==> src/rtl/esdi_pkg.sv <==
// Shared types and helpers for the ESDI serial command/status engine.
// The frame on the wire is always a data word followed by one odd-parity bit.
package esdi_pkg;

    localparam int DEF_WORD_W  = 16;
    localparam int DEF_FRAME_W = DEF_WORD_W + 1;

    typedef enum logic [2:0] {
        IDLE,
        C_SETUP,
        C_REQ,
        C_REL,
        R_REQ,
        R_REL,
        FINISH
    } esdi_state_e;

    // Bit that makes the total number of ones odd; callers zero-extend narrower words.
    function automatic logic odd_parity(input logic [63:0] v);
        return ~^v;
    endfunction

endpackage

==> src/rtl/esdi_sync.sv <==
// Multi-flop synchroniser for one asynchronous drive input.
// The output becomes valid STAGES clk edges after the input settles.
module esdi_sync #(
    parameter int STAGES = 2
) (
    input  logic clk,
    input  logic resetn,
    input  logic d,
    output logic q
);

    logic [STAGES-1:0] sync_reg;

    always_ff @(posedge clk) begin
        if (!resetn) begin
            sync_reg <= '0;
        end else begin
            sync_reg <= {sync_reg[STAGES-2:0], d};
        end
    end

    assign q = sync_reg[STAGES-1];

endmodule

==> src/rtl/esdi_serial_cmd.sv <==
// Host-side ESDI serial command/status engine: shifts a command frame out over
// COMMAND DATA with the TRANSFER REQ/ACK handshake, then reads back status frames.
module esdi_serial_cmd
    import esdi_pkg::*;
#(
    parameter int WORD_W         = DEF_WORD_W,
    parameter int MAX_RESP       = 4,
    parameter int SETUP_CYCLES   = 8,
    parameter int TIMEOUT_CYCLES = 65535,
    parameter int SYNC_STAGES    = 2,
    localparam int RN_W          = $clog2(MAX_RESP + 1)
) (
    input  logic              clk,
    input  logic              resetn,
    input  logic              cmd_valid,
    output logic              cmd_ready,
    input  logic [WORD_W-1:0] cmd_word,
    input  logic [RN_W-1:0]   cmd_resp_n,
    output logic              resp_valid,
    output logic [WORD_W-1:0] resp_word,
    output logic              resp_parity_err,
    output logic              done,
    output logic              err_timeout,
    output logic              attention,
    output logic              cmd_complete,
    output logic              esdi_transfer_req,
    output logic              esdi_command_data,
    input  logic              esdi_transfer_ack,
    input  logic              esdi_confstat_data,
    input  logic              esdi_command_complete,
    input  logic              esdi_attention
);

    localparam int FRAME_W = WORD_W + 1;
    localparam int BC_W    = $clog2(FRAME_W + 1);
    localparam int TMR_W   = $clog2(TIMEOUT_CYCLES + SETUP_CYCLES + 1);

    logic [3:0] async_in;
    logic [3:0] sync_out;
    logic       ack_s;
    logic       conf_s;

    assign async_in = {esdi_attention, esdi_command_complete, esdi_confstat_data, esdi_transfer_ack};

    genvar gi;
    for (gi = 0; gi < 4; gi++) begin : g_sync
        esdi_sync #(.STAGES(SYNC_STAGES)) u_sync (
            .clk    (clk),
            .resetn (resetn),
            .d      (async_in[gi]),
            .q      (sync_out[gi])
        );
    end

    assign ack_s        = sync_out[0];
    assign conf_s       = sync_out[1];
    assign cmd_complete = sync_out[2];
    assign attention    = sync_out[3];

    esdi_state_e        state_reg, state_next;
    logic [FRAME_W-1:0] shift_reg, shift_next;
    logic [BC_W-1:0]    bit_cnt_reg, bit_cnt_next;
    logic [RN_W-1:0]    resp_n_reg, resp_n_next;
    logic [TMR_W-1:0]   timer_reg, timer_next;
    logic               tmo_reg, tmo_next;
    logic               resp_valid_reg, resp_valid_next;
    logic [WORD_W-1:0]  resp_word_reg, resp_word_next;
    logic               resp_err_reg, resp_err_next;
    logic               req_reg, req_next;
    logic               cdata_reg, cdata_next;
    logic               expired;

    assign expired = (timer_reg == TMR_W'(TIMEOUT_CYCLES - 1));

    always_comb begin
        state_next      = state_reg;
        shift_next      = shift_reg;
        bit_cnt_next    = bit_cnt_reg;
        resp_n_next     = resp_n_reg;
        tmo_next        = tmo_reg;
        resp_valid_next = 1'b0;
        resp_word_next  = resp_word_reg;
        resp_err_next   = resp_err_reg;
        case (state_reg)
            IDLE: begin
                if (cmd_valid) begin
                    shift_next   = {cmd_word, odd_parity(64'(cmd_word))};
                    resp_n_next  = (cmd_resp_n > RN_W'(MAX_RESP)) ? RN_W'(MAX_RESP) : cmd_resp_n;
                    bit_cnt_next = BC_W'(FRAME_W);
                    tmo_next     = 1'b0;
                    state_next   = C_SETUP;
                end
            end
            C_SETUP: begin
                if (timer_reg == TMR_W'(SETUP_CYCLES - 1)) state_next = C_REQ;
            end
            C_REQ: begin
                if (ack_s) begin
                    state_next = C_REL;
                end else if (expired) begin
                    tmo_next   = 1'b1;
                    state_next = FINISH;
                end
            end
            C_REL: begin
                if (!ack_s) begin
                    shift_next   = shift_reg << 1;
                    bit_cnt_next = bit_cnt_reg - 1'b1;
                    if (bit_cnt_reg == BC_W'(1)) begin
                        bit_cnt_next = BC_W'(FRAME_W);
                        state_next   = (resp_n_reg != '0) ? R_REQ : FINISH;
                    end else begin
                        state_next = C_SETUP;
                    end
                end else if (expired) begin
                    tmo_next   = 1'b1;
                    state_next = FINISH;
                end
            end
            R_REQ: begin
                // Data is sampled on the ack cycle; it passed the same sync depth as ack.
                if (ack_s) begin
                    shift_next   = {shift_reg[FRAME_W-2:0], conf_s};
                    bit_cnt_next = bit_cnt_reg - 1'b1;
                    state_next   = R_REL;
                end else if (expired) begin
                    tmo_next   = 1'b1;
                    state_next = FINISH;
                end
            end
            R_REL: begin
                if (!ack_s) begin
                    if (bit_cnt_reg == '0) begin
                        resp_valid_next = 1'b1;
                        resp_word_next  = shift_reg[FRAME_W-1:1];
                        resp_err_next   = ((^shift_reg) != 1'b1);
                        resp_n_next     = resp_n_reg - 1'b1;
                        bit_cnt_next    = BC_W'(FRAME_W);
                        state_next      = (resp_n_reg == RN_W'(1)) ? FINISH : R_REQ;
                    end else begin
                        state_next = R_REQ;
                    end
                end else if (expired) begin
                    tmo_next   = 1'b1;
                    state_next = FINISH;
                end
            end
            FINISH:  state_next = IDLE;
            default: state_next = IDLE;
        endcase

        timer_next = (state_next != state_reg || state_reg == IDLE) ? '0 : timer_reg + 1'b1;
        // Pin drivers are registered from the next state so they never glitch.
        req_next   = (state_next == C_REQ) || (state_next == R_REQ);
        cdata_next = (state_next == C_SETUP || state_next == C_REQ || state_next == C_REL)
                     ? shift_next[FRAME_W-1] : 1'b0;
    end

    always_ff @(posedge clk) begin
        if (!resetn) begin
            state_reg      <= IDLE;
            shift_reg      <= '0;
            bit_cnt_reg    <= '0;
            resp_n_reg     <= '0;
            timer_reg      <= '0;
            tmo_reg        <= 1'b0;
            resp_valid_reg <= 1'b0;
            resp_word_reg  <= '0;
            resp_err_reg   <= 1'b0;
            req_reg        <= 1'b0;
            cdata_reg      <= 1'b0;
        end else begin
            state_reg      <= state_next;
            shift_reg      <= shift_next;
            bit_cnt_reg    <= bit_cnt_next;
            resp_n_reg     <= resp_n_next;
            timer_reg      <= timer_next;
            tmo_reg        <= tmo_next;
            resp_valid_reg <= resp_valid_next;
            resp_word_reg  <= resp_word_next;
            resp_err_reg   <= resp_err_next;
            req_reg        <= req_next;
            cdata_reg      <= cdata_next;
        end
    end

    assign cmd_ready         = (state_reg == IDLE);
    assign done              = (state_reg == FINISH);
    assign err_timeout       = done & tmo_reg;
    assign resp_valid        = resp_valid_reg;
    assign resp_word         = resp_word_reg;
    assign resp_parity_err   = resp_err_reg;
    assign esdi_transfer_req = req_reg;
    assign esdi_command_data = cdata_reg;

endmodule

==> config.mk <==
export PLATFORM = sky130hd
export DESIGN_NAME = esdi_serial_cmd
export DESIGN_NICKNAME = d
export VERILOG_FILES = /design/src/rtl/esdi_pkg.sv /design/src/rtl/esdi_sync.sv /design/src/rtl/esdi_serial_cmd.sv
export SDC_FILE = /design/constraint.sdc
export NUM_CORES = 1
export LEC_CHECK = 0
export CORE_AREA = 2 2 93 95
export CTS_CLUSTER_DIAMETER = 40
export DETAILED_ROUTE_END_ITERATION = 6
export DIE_AREA = 0 0 95 97
export PLACE_DENSITY = 0.78
export SLEW_MARGIN = 20
export SYNTH_ARGS = -nofsm -noshare
export SYNTH_HDL_FRONTEND = slang
export SYNTH_SLANG_ARGS = --single-unit
export TNS_END_PERCENT = 1
==> constraint.sdc <==
create_clock -name clk -period 3.2 [get_ports clk]
set_input_delay 0.32 -clock clk [delete_from_list [all_inputs] [get_ports clk]]
set_output_delay 0.32 -clock clk [all_outputs]
set_load 0.005 [all_outputs]
==> results_dict.tcl <==
set metrics [dict create \
    port_buffers 50 \
    initial_core_util_pct 44.5 \
    numCtsBuffers 9 \
    synth-seq-cells 74 \
    fin_hold_ws_ns 0.440 \
    synth_top_area_share_pct 41.0 \
    drc 9 \
    path_class "flop to primary output" \
    grt_pass1_wl_um 13800 \
    die_w_um 95 \
    grt_pass1_vias 2926 \
    fin_setup_tns_ns 0 \
    dp_hpwl_um 5830 \
    start_kind "flop" \
    failed_checks "design-rule violations" \
    synth-edff-count 0 \
    worstPathMaxFanout 16 \
    fmax_mhz 393 \
    antenna_found_initial 0 \
    final_hold_viol_count 0 \
    cts.clk_slew.worst_paths_ns 0.08 \
    rsz0062_at_grt "false" \
    multi_input_area_um2 1990 \
    period_share_pct 79.6 \
    routabilityCongestion 0.943 \
    crit_path_end_kind "primary output" \
    nNetsFinal 486 \
    finClkSkew_ns 0.0113 \
    ant_nets 0 \
    worstHoldPathType "flop to flop" \
    root_buffer "clkbuf_8" \
    avgSynthCellArea_um2 8.97 \
    dp_slack_ns 0.772 \
    synthesis.area_um2 3620 \
    finalPower_w 0.00202 \
    drt_first_pass_iters 7 \
    yosysWarnings 0 \
    vias_per_cell 5.59 \
    finalWorstSetupSlack_ns 0.653 \
    cts.sinks 74 \
    ir_drop_mv 0.252 \
    p_per_area_nw_per_um2 459 \
    finalMaxSlewViolations 0 \
    p_leak_nw 1.51 \
    globalRouteTotalUtil_pct 18.8 \
    max_slew.worst_pin.slew_ns 0.659 \
    post_drt_wl_per_cell_um 14.9 \
    grt_max_degree 46 \
    worstPathArrival_ns 2.23 \
    period_needed_ns 2.55 \
    rows 33 \
    ctsHoldBuffers 0 \
    insertion_delay_ns 0.35 \
    fillerInstances 726 \
    ys_seq_area_share_pct 41.0 \
    seq_area_um2 1480 \
    synth_cell_types 59 \
    die_area_um2 9220 \
    syn_to_final_growth_pct 21.6 \
    dp_cells 544 \
    synth_nets 439 \
    async_reset_ff_share_pct 0 \
    ios 51 \
    wl_um 8330 \
    layout_common_cells "dfxtp_1 (74), clkdlybuf4s50_1 (50), nor2_1 (46), nand2_1 (40), xnor2_1 (31)" \
    clk_path_buf_depth 2 \
    cp.required_ns 2.88 \
    yosysTopAreaCell "dfxtp_1" \
    fin_cells 560 \
    route.vias.total 3130 \
    ys_top_cells_by_area "dfxtp_1 (41%), xnor2_1 (7.5%), nor2_1 (4.8%)" \
    overflow 0 \
    antennaDiodeCount 0 \
    layout-drive-gt1-share_pct 9.89 \
    relSlewSlack_pct 56.0 \
    cts_tree "built" \
    maxCapViolations 0 \
    drt_iter0_drc 322 \
    setup_viol 0 \
    cts_resized 0 \
    syn_inst 403 \
    final_common_cell "dfxtp_1" \
    die_y_um 97 \
    placeableCoreArea_um2 8130 \
    synth_ff_type "dfxtp_1" \
    status "finished, violations left" \
    cts.htree.levels 3 \
    cts_setup_buffers 0 \
]
worst max-delay path, cell delays in order (launching register included):
cell	delay [ns]
dfxtp_1	0.67
inv_1	0.15
nor3b_1	0.36
and2_1	0.19
clkdlybuf4s50_1	0.51
cell usage after synthesis, types with 2 or more instances:
library cell and count:
dfxtp_1 74, inv_1 10, buf_2 8, o21ai_0 7, nor2_1 46, nand2_1 40
a211oi_1 5, o211ai_1 2, and4_1 2, and2b_2 2, and2_1 14, nor2b_1 2
nand4_1 6, nand3b_1 4, and3_1 3, nor4_1 2, nand3_1 7, a41oi_1 2
nor2_2 9, a21oi_1 25, xor2_1 16, nand2b_1 6, nor3_1 7, xnor2_1 31
nor4b_1 2, a222oi_1 17, buf_6 2, a22oi_1 3, ha_1 10, clkbuf_1 9
o21a_1 2
logic make-up (layout without fill, tap and decap cells):
family,Yosys count,after routing,share of synthesized area [%]
mux,1,1,0.277
simple gates,165,165,24.1
compound gates,75,75,15.8
flops,74,74,41.0
buf+inv,31,83,4.01
xor+xnor,47,47,11.4
fa+ha+maj,10,10,3.46
final cells by class:
cell class	instances	share of cell area [%]
clock inverters	7	1.91
flip-flops and latches	74	33.7
multi-input cells	298	45.2
clock buffers	9	2.82
repair buffers	56	12.4
inverters	11	0.939
well taps	105	2.99
path summary, 6_finish.rpt:
path | startpoint | end | slack [ns] | depth (start not counted)
hold reg to reg | g_sync[1].u_sync.sync_reg[0] | g_sync[1].u_sync.sync_reg[1] | 0.44 | 1
setup / recovery | state_reg[1] | err_timeout | 0.65 | 4
hold / removal | g_sync[1].u_sync.sync_reg[0] | g_sync[1].u_sync.sync_reg[1] | 0.44 | 1
setup reg to reg | state_reg[2] | timer_reg[7] | 0.70 | 8
where the power goes:
part,internal (W),total [W],leakage (nW),switching (W)
clock,0.000374,0.000759,0.102,0.000385
combinational,0.000146,0.000276,0.811,0.000130
sequential,0.000948,0.000981,0.602,0.0000333
stage by stage:
stage | utilization [%] | area, um^2
after floorplan | - | 3620
after global placement | 51.5 | 4190
after detailed placement | 51.5 | 4190
after CTS | 54.1 | 4400
after global routing | 54.1 | 4400
final | 54.1 | 4400
per-layer routing:
metal / track usage (%) / up-vias / share of wire (%)
met1: 26.1 / 1460 / 46
met3: 6.15 / 20 / 7.4
li1: - / 1513 / -
met4: 6.24 / 0 / 1.6
met2: 27.2 / 137 / 45
met5: 0 / - / 0
(Power assumes the default switching activity.)
